**src/rtl/digit_frame_latch.sv**
```systemverilog
// rtl/digit_frame_latch.sv - frame-synchronous display data staging for the VGA time overlay
//
// Purpose:
//   Byte writes from the RTC/chronometer controller land in a shadow bank.
//   The shadow bank is copied to the display bank once per frame, on the
//   falling edge of the resynchronised vsync. This keeps the raster from ever
//   showing a half-updated time. The block also drives the ring blink request
//   and two sticky error flags.
//
// Ports:
//   clk               system clock
//   reset_i           asynchronous, active-high reset
//   vsync_i           vsync from vgasync, active low, asynchronous to clk
//   wr_valid_i        write request
//   wr_ready_o        write accepted on a clock where valid & ready
//   wr_addr_i[3:0]    0..8 BCD byte, 9 control, 10..14 invalid, 15 clear errors
//   wr_data_i[7:0]    write data
//   dig0_o..dig17_o   committed BCD nibbles; dig(2k) = byte k high nibble
//   dato0_o[7:0]      8'h01 selects the 12 h format
//   dato2_o[7:0]      8'h01 = AM, 8'h00 = PM
//   crontermino_o     blinking ring request
//   frame_tick_o      one-cycle pulse on each commit
//   bcd_err_o         sticky: a nibble above 9 was written
//   addr_err_o        sticky: an address in 10..14 was written

module digit_frame_latch #(
   parameter int BLINK_FRAMES = 30,
   parameter int SYNC_STAGES  = 2
) (
   input  logic       clk,
   input  logic       reset_i,
   input  logic       vsync_i,
   input  logic       wr_valid_i,
   output logic       wr_ready_o,
   input  logic [3:0] wr_addr_i,
   input  logic [7:0] wr_data_i,
   output logic [3:0] dig0_o,
   output logic [3:0] dig1_o,
   output logic [3:0] dig2_o,
   output logic [3:0] dig3_o,
   output logic [3:0] dig4_o,
   output logic [3:0] dig5_o,
   output logic [3:0] dig6_o,
   output logic [3:0] dig7_o,
   output logic [3:0] dig8_o,
   output logic [3:0] dig9_o,
   output logic [3:0] dig10_o,
   output logic [3:0] dig11_o,
   output logic [3:0] dig12_o,
   output logic [3:0] dig13_o,
   output logic [3:0] dig14_o,
   output logic [3:0] dig15_o,
   output logic [3:0] dig16_o,
   output logic [3:0] dig17_o,
   output logic [7:0] dato0_o,
   output logic [7:0] dato2_o,
   output logic       crontermino_o,
   output logic       frame_tick_o,
   output logic       bcd_err_o,
   output logic       addr_err_o
);

   localparam logic [0:0] ST_IDLE   = 1'b0;
   localparam logic [0:0] ST_COMMIT = 1'b1;
   localparam logic [7:0] BLINK_LAST = 8'(BLINK_FRAMES - 1);

   logic [SYNC_STAGES-1:0] vs_sync_q;
   logic                   vs_hist_q;
   logic                   edge_q;
   logic [0:0]             state_q;
   logic                   ready_q;
   logic [7:0]             shadow_q [9];
   logic [7:0]             disp_q   [9];
   logic [2:0]             shadow_ctrl_q;
   logic [2:0]             disp_ctrl_q;
   logic [7:0]             blink_cnt_q;
   logic                   cron_q;
   logic                   bcd_err_q;
   logic                   addr_err_q;
   logic                   accept;
   logic                   data_bad;

   // Falling edge of the synchronised vsync. The history flop resets low,
   // so leaving reset can never look like a 1 -> 0 transition.
   assign edge_q   = vs_hist_q & ~vs_sync_q[SYNC_STAGES-1];

   // ready_q keeps the port closed while reset is held and opens it on the
   // first clock after release; COMMIT closes it for one cycle.
   assign wr_ready_o = ready_q & (state_q == ST_IDLE);
   assign accept     = wr_valid_i & wr_ready_o;
   assign data_bad   = (wr_data_i[7:4] > 4'd9) || (wr_data_i[3:0] > 4'd9);

   always_ff @(posedge clk or posedge reset_i) begin
      if (reset_i) begin
         vs_sync_q     <= '0;
         vs_hist_q     <= 1'b0;
         state_q       <= ST_IDLE;
         ready_q       <= 1'b0;
         shadow_ctrl_q <= 3'd0;
         disp_ctrl_q   <= 3'd0;
         blink_cnt_q   <= 8'd0;
         cron_q        <= 1'b0;
         bcd_err_q     <= 1'b0;
         addr_err_q    <= 1'b0;
         for (int k = 0; k < 9; k++) begin
            shadow_q[k] <= 8'd0;
            disp_q[k]   <= 8'd0;
         end
      end else begin
         vs_sync_q <= {vs_sync_q[SYNC_STAGES-2:0], vsync_i};
         vs_hist_q <= vs_sync_q[SYNC_STAGES-1];
         ready_q   <= 1'b1;

         case (state_q)
            ST_IDLE: begin
               if (edge_q) state_q <= ST_COMMIT;
            end
            default: begin
               state_q     <= ST_IDLE;
               disp_ctrl_q <= shadow_ctrl_q;
               for (int k = 0; k < 9; k++) disp_q[k] <= shadow_q[k];
               // Blink phase restarts with the ring lit on the commit where
               // done first appears; afterwards it toggles on every wrap.
               if (!shadow_ctrl_q[2]) begin
                  blink_cnt_q <= 8'd0;
                  cron_q      <= 1'b0;
               end else if (!disp_ctrl_q[2]) begin
                  blink_cnt_q <= 8'd0;
                  cron_q      <= 1'b1;
               end else if (blink_cnt_q == BLINK_LAST) begin
                  blink_cnt_q <= 8'd0;
                  cron_q      <= ~cron_q;
               end else begin
                  blink_cnt_q <= blink_cnt_q + 8'd1;
               end
            end
         endcase

         if (accept) begin
            // Clear first so a set in the same cycle wins.
            if (wr_addr_i == 4'd15) begin
               bcd_err_q  <= 1'b0;
               addr_err_q <= 1'b0;
            end
            if (wr_addr_i <= 4'd8) begin
               // Out-of-range nibbles are kept: the font has glyphs for them.
               for (int k = 0; k < 9; k++)
                  if (wr_addr_i == 4'(k)) shadow_q[k] <= wr_data_i;
               if (data_bad) bcd_err_q <= 1'b1;
            end
            if (wr_addr_i == 4'd9) shadow_ctrl_q <= wr_data_i[2:0];
            if ((wr_addr_i >= 4'd10) && (wr_addr_i <= 4'd14)) addr_err_q <= 1'b1;
         end
      end
   end

   assign frame_tick_o  = (state_q == ST_COMMIT);
   assign crontermino_o = cron_q;
   assign bcd_err_o     = bcd_err_q;
   assign addr_err_o    = addr_err_q;
   assign dato0_o       = {7'd0, disp_ctrl_q[0]};
   assign dato2_o       = {7'd0, disp_ctrl_q[1]};

   assign dig0_o  = disp_q[0][7:4];
   assign dig1_o  = disp_q[0][3:0];
   assign dig2_o  = disp_q[1][7:4];
   assign dig3_o  = disp_q[1][3:0];
   assign dig4_o  = disp_q[2][7:4];
   assign dig5_o  = disp_q[2][3:0];
   assign dig6_o  = disp_q[3][7:4];
   assign dig7_o  = disp_q[3][3:0];
   assign dig8_o  = disp_q[4][7:4];
   assign dig9_o  = disp_q[4][3:0];
   assign dig10_o = disp_q[5][7:4];
   assign dig11_o = disp_q[5][3:0];
   assign dig12_o = disp_q[6][7:4];
   assign dig13_o = disp_q[6][3:0];
   assign dig14_o = disp_q[7][7:4];
   assign dig15_o = disp_q[7][3:0];
   assign dig16_o = disp_q[8][7:4];
   assign dig17_o = disp_q[8][3:0];

endmodule

```
**config.mk**
```make
export PLATFORM = sky130hd
export DESIGN_NAME = digit_frame_latch
export DESIGN_NICKNAME = d
export VERILOG_FILES = /design/src/rtl/digit_frame_latch.sv
export SDC_FILE = /design/constraint.sdc
export NUM_CORES = 1
export LEC_CHECK = 0
export ABC_CLOCK_PERIOD_IN_PS = 5100
export CORE_MARGIN = 4
export CORE_UTILIZATION = 37
export CTS_CLUSTER_DIAMETER = 80
export DETAILED_ROUTE_END_ITERATION = 12
export SETUP_SLACK_MARGIN = 0.4
export SLEW_MARGIN = 20
export SYNTH_ARGS = -nofsm -noshare
export SYNTH_HDL_FRONTEND = slang
export SYNTH_SLANG_ARGS = --single-unit
```
**constraint.sdc**
```tcl
create_clock -name clk -period 5.1 [get_ports clk]
set_input_delay 1.02 -clock clk [delete_from_list [all_inputs] [get_ports clk]]
set_output_delay 1.02 -clock clk [all_outputs]
set_load 0.01 [all_outputs]
```
# == Yosys cells after proc, flatten, opt, wreduce, memory -nomap -nowiden ==
# Cells that the tools add are included.
# totals
ff_bits,166
latchBits,0
ramBits,0
mem_bits_ro,0
input_bits,16
output_inout_bits,93
word_cells,81
memories,0
# op_classes
addsub,1
n_mul,0
n_div,0
order_cmp,5
n_eq_ne,12
shifts,0
n_mux,13
bitwise,6
reduce_logical,16
# ops
operator,count
$reduce_and A3 Y1,9
$mux W8,3
$eq A4 B3 Y1 const B,4
$eq A4 B4 Y1 const B,3
$mux W1,10
$add A8 B1 Y8 const B,1
$eq A4 B2 Y1 const B,2
$eq A8 B5 Y1 const B,1
$gt A4 B4 Y1 const B,2
$le A4 B4 Y1 const B,2
$reduce_and A2 Y1,3
$eq A4 B1 Y1 const B,1
$ge A4 B4 Y1 const B,1
$logic_not A4 Y1,1
$and A1 B1 Y1,3
$ne A3 B2 Y1 const B,1
$not A1 Y1,3
$reduce_bool A2 Y1,1
$logic_and A1 B1 Y1,1
$logic_or A1 B1 Y1,1

# == Logic depth before layout (Yosys ltp) ==
# depth
word_depth,4
mapped_depth,5

# == Worst setup path after synthesis ==
# No wires, ideal clock.
# synth_path
path_type,reg-to-output
start,register state_q (netlist: frame_tick_o)
end,output wr_ready_o
arrival_time_ns,1.246
required_ns,4.080
slack_ns,2.834
path_stages_with_launch,5
path_buffers,3
cell_sequence,dfrtp_1 > buf_2 > clkbuf_1 > buf_1 > nor2b_1
# synth_via
elab_chain_len,2
# synth_lines
item,line_no,text
start: declaration,70,logic [0:0] state_q;
start signal: assignment,97,state_q <= ST_IDLE;
start signal: assignment,116,if (edge_q) state_q <= ST_COMMIT;
start signal: assignment,119,state_q <= ST_IDLE;
$not A1 Y1,--,
$and A1 B1 Y1,89,assign wr_ready_o = ready_q & (state_q == ST_IDLE);
end: declaration,34,"output logic wr_ready_o,"
# Every way passes these cells.

# == Final worst setup path ==
# layout_path
start,register state_q (netlist: frame_tick_o)
end,register cron_q (netlist: crontermino_o)
# layout_via
elab_chain_len,1
# layout_lines
item,line_no,text
$reduce_and A2 Y1 (no line),--,
end signal: assignment,132,cron_q <= ~cron_q;
end: declaration,77,logic cron_q;
# Every way passes these cells.
# A chain may end at the register's enable or synchronous reset.

==> results by group <==
Layout
  – Share of layout cells above drive strength 1: 36.4%
  – Final #Nets: 535
  – Max reg flops: 72
  – Fillers: 1549
  – Reg with most FFs: shadow_q
  – Area Overhead vs Synth: 25.4%
  – Final instance area: 8180 µm²
  – Largest registers: shadow_q x72, blink_cnt_q x8
  – Number of diodes: 0

Global route
  – Initial antenna violation count: 0
  – Global-route wire length before repair: 22.6 mm
  – Total track usage: 15.0%
  – Largest net degree at the start of global routing: 70
  – Remaining global-route overflow: 0
  – Number of global-route vias before repair: 3983

Route
  – Detailed-route wire length: 14.1 mm
  – Vias per cell: 4.86
  – DRC violations left: 0
  – DR WL/cell: 18.7 µm
  – Drt first pass iters: 4
  – Antenna-violating nets left: 0
  – Via count: 3656
  – Iteration-0 DRC Markers: 140

Critical path
  – Required @ worst endpoint: 5.41 ns
  – Crit-path slowest cell: buf_4
  – Reg2Reg Setup Slack: 2.32 ns
  – Arr. time, crit path: 3.09 ns
  – Critical Path Sink Type: flop
  – RR Endpoint: crontermino_o
  – Worst R2R Path Depth: 4
  – Buf/Inv on CP: 2
  – Worst-path fanout max: 69
  – Slowest stage delay, CP: 0.75 ns
  – FF-to-FF Start: frame_tick_o
  – Crit-path cells: buf_4 > inv_1 > o41ai_2 > mux2_2
  – CP top delay family: buffers and inverters
  – Critical path type: flop to flop
  – Startpoint Class: flop

Timing
  – Least-Margin Pin Slew: 0.874 ns
  – Pins over their slew limit: 0
  – Hold Slack: 0.350 ns
  – Fin crit share: 54.5%
  – RSZ-0062 raised after global routing: no
  – Max Clk Rate: 0.360 GHz
  – Endpoints failing setup: 0
  – Final hold violations: 0
  – Fin crit period: 2.78 ns
  – Clk_skew: 0.0123 ns
  – Setup ws final: 2.32 ns
  – Worst slew margin: 41.7%
  – Setup TNS: 0 ns

Logic synthesis
  – Most common cell in the synthesized netlist: dfrtp_1
  – Netlist cell types: 35
  – Yosys warnings: 0
  – Mapped Cells: 423
  – Commonest cells post-synth: dfrtp_1 (166), mux2_2 (152), buf_4 (17)
  – Fraction of registers with async set or reset after synthesis: 100%
  – Synth area leaders: dfrtp_1 (64%), mux2_2 (26%), buf_4 (2.0%)
  – Yosys top cell area share: 63.7%
  – Number of flops mapped to enable cells by yosys: 0
  – Mean cell area of the mapped netlist: 15.4 µm²
  – Synth area leader: dfrtp_1
  – Seq cells post-synth: 166
  – Post-synthesis cell area: 6530 µm²
  – Seq/Total Area, Yosys: 63.7%
  – Top FF cell, synth: dfrtp_1

Clock network
  – Post-CTS Setup Bufs: 0
  – Clock Tree Buf Depth: 2
  – Post_cts resized: 0
  – Hold buffer count at CTS: 0
  – Clock latency on the worst-skew pair: 0.42 ns
  – Clk sink count: 166
  – Clock buffers created by TritonCTS: 17
  – Htree depth: 4
  – Root Driver: clkbuf_16
  – TritonCTS clock tree: yes
  – CTS clock-pin slew for the worst setup and hold paths: 0.06 ns

Place
  – IO Port Bufs: 94
  – Worst slack, placed: 2.18 ns
  – DP HPWL: 9.21 mm
  – Placed Area: 7630 µm²
  – RePlAce Congestion: 0.761

Floorplan
  – # rows: 48
  – Num ports: 109
  – Starting Density: 37.7%
  – Die height: 141 µm
  – Die area: 19800 µm²
  – Die X: 141 µm
  – Core area: 17300 µm²

Hold path
  – Hold path cells: 0
  – Hold_sp: vs_sync_q[0]
  – Hold crit path type: flop to flop
  – Hold endpoint: vs_sync_q[1]

Power
  – Power density over the cells: 454 nW/µm²
  – Leakage power: 3.70 nW
  – Worst vdd ir: 234 µV

Outcome
  – Outcome: finished clean

Job
  – Max-cap violation count: 0
metal layers:
layer | GRT usage (%) | up-vias | share of wire, %
li1 | - | 1645 | -
met1 | 19.9 | 1907 | 46
met2 | 23.6 | 95 | 48
met3 | 4.68 | 9 | 5.3
met4 | 4.79 | 0 | 1.2
met5 | 0 | - | 0
cells by family (layout without fill, tap and decap cells):
group	Yosys count	in the layout	synth area share (%)
AOI/OAI and AO/OA	18	18	1.88
xor gates and xnor gates	2	2	0.268
adders and majority gates	2	2	0.383
buffers and inverters	39	131	3.37
DFF	166	166	63.7
muxes	152	152	26.2
other	2	15	0.115
and+or+nand+nor	42	42	4.10
worst register-to-register path, cell delays in order, from the launching register on:
cell and delay [ns]:
dfrtp_4 0.61, buf_4 0.76, inv_1 0.19, o41ai_2 0.71, mux2_2 0.41
cell type report:
| cell class | instances | area (µm²) | share of cell area (%) |
|---|---|---|---|
| Clock buffer | 21 | 450 | 5.51 |
| Clock inverter | 9 | 105 | 1.28 |
| Inverter | 3 | 15.0 | 0.184 |
| Multi-Input combinational cell | 231 | 2200 | 26.9 |
| Sequential cell | 166 | 4160 | 50.8 |
| Tap cell | 225 | 282 | 3.44 |
| Timing Repair Buffer | 98 | 971 | 11.9 |
through the flow:
stage          cells  util [%]  power (mW)
2_1_floorplan    436         -        2.10
4_1_cts          753      47.3        3.77
3_3_place_gp     723      44.1        2.51
3_5_place_dp     723      44.1        2.53
6_report         753      47.3        3.71
5_1_grt          753      47.3        3.90
worst max path at each step:
stage	start	endpoint	cells past startpoint
after floorplan	reset_i	addr_err_o	1
after global placement	wr_addr_i[0]	shadow_q[18]	4
after detailed placement	wr_addr_i[3]	shadow_q[53]	4
after CTS	frame_tick_o	crontermino_o	4
after global routing	frame_tick_o	crontermino_o	4
final	frame_tick_o	crontermino_o	4
cell usage in the layout, fill, tap and decap left out, types with 3 or more instances in the layout:
| master | netlist | routed |
|---|---|---|
| dfrtp_1 | 166 | 165 |
| mux2_2 | 152 | 152 |
| clkdlybuf4s50_1 | 0 | 94 |
| clkbuf_16 | 0 | 17 |
| conb_1 | 2 | 15 |
| nand2_1 | 10 | 10 |
| o21ai_0 | 8 | 8 |
| nand4_1 | 5 | 5 |
| clkinvlp_4 | 0 | 5 |
| nand3_1 | 4 | 4 |
| nand2b_1 | 4 | 4 |
| buf_4 | 17 | 4 |
| nor2_1 | 3 | 3 |
| nor3b_1 | 3 | 3 |
| or3_1 | 3 | 3 |
| a21oi_1 | 3 | 3 |
| clkbuf_1 | 9 | 3 |
| clkinv_2 | 0 | 3 |
power by group:
part | switching (mW) | total (mW) | internal, mW
combinational | 0.279 | 0.756 | 0.477
clock | 0.495 | 1.22 | 0.725
sequential | 0.151 | 1.74 | 1.59
total | 0.925 | 3.71 | 2.79
Power figures use the tool's default switching activity.
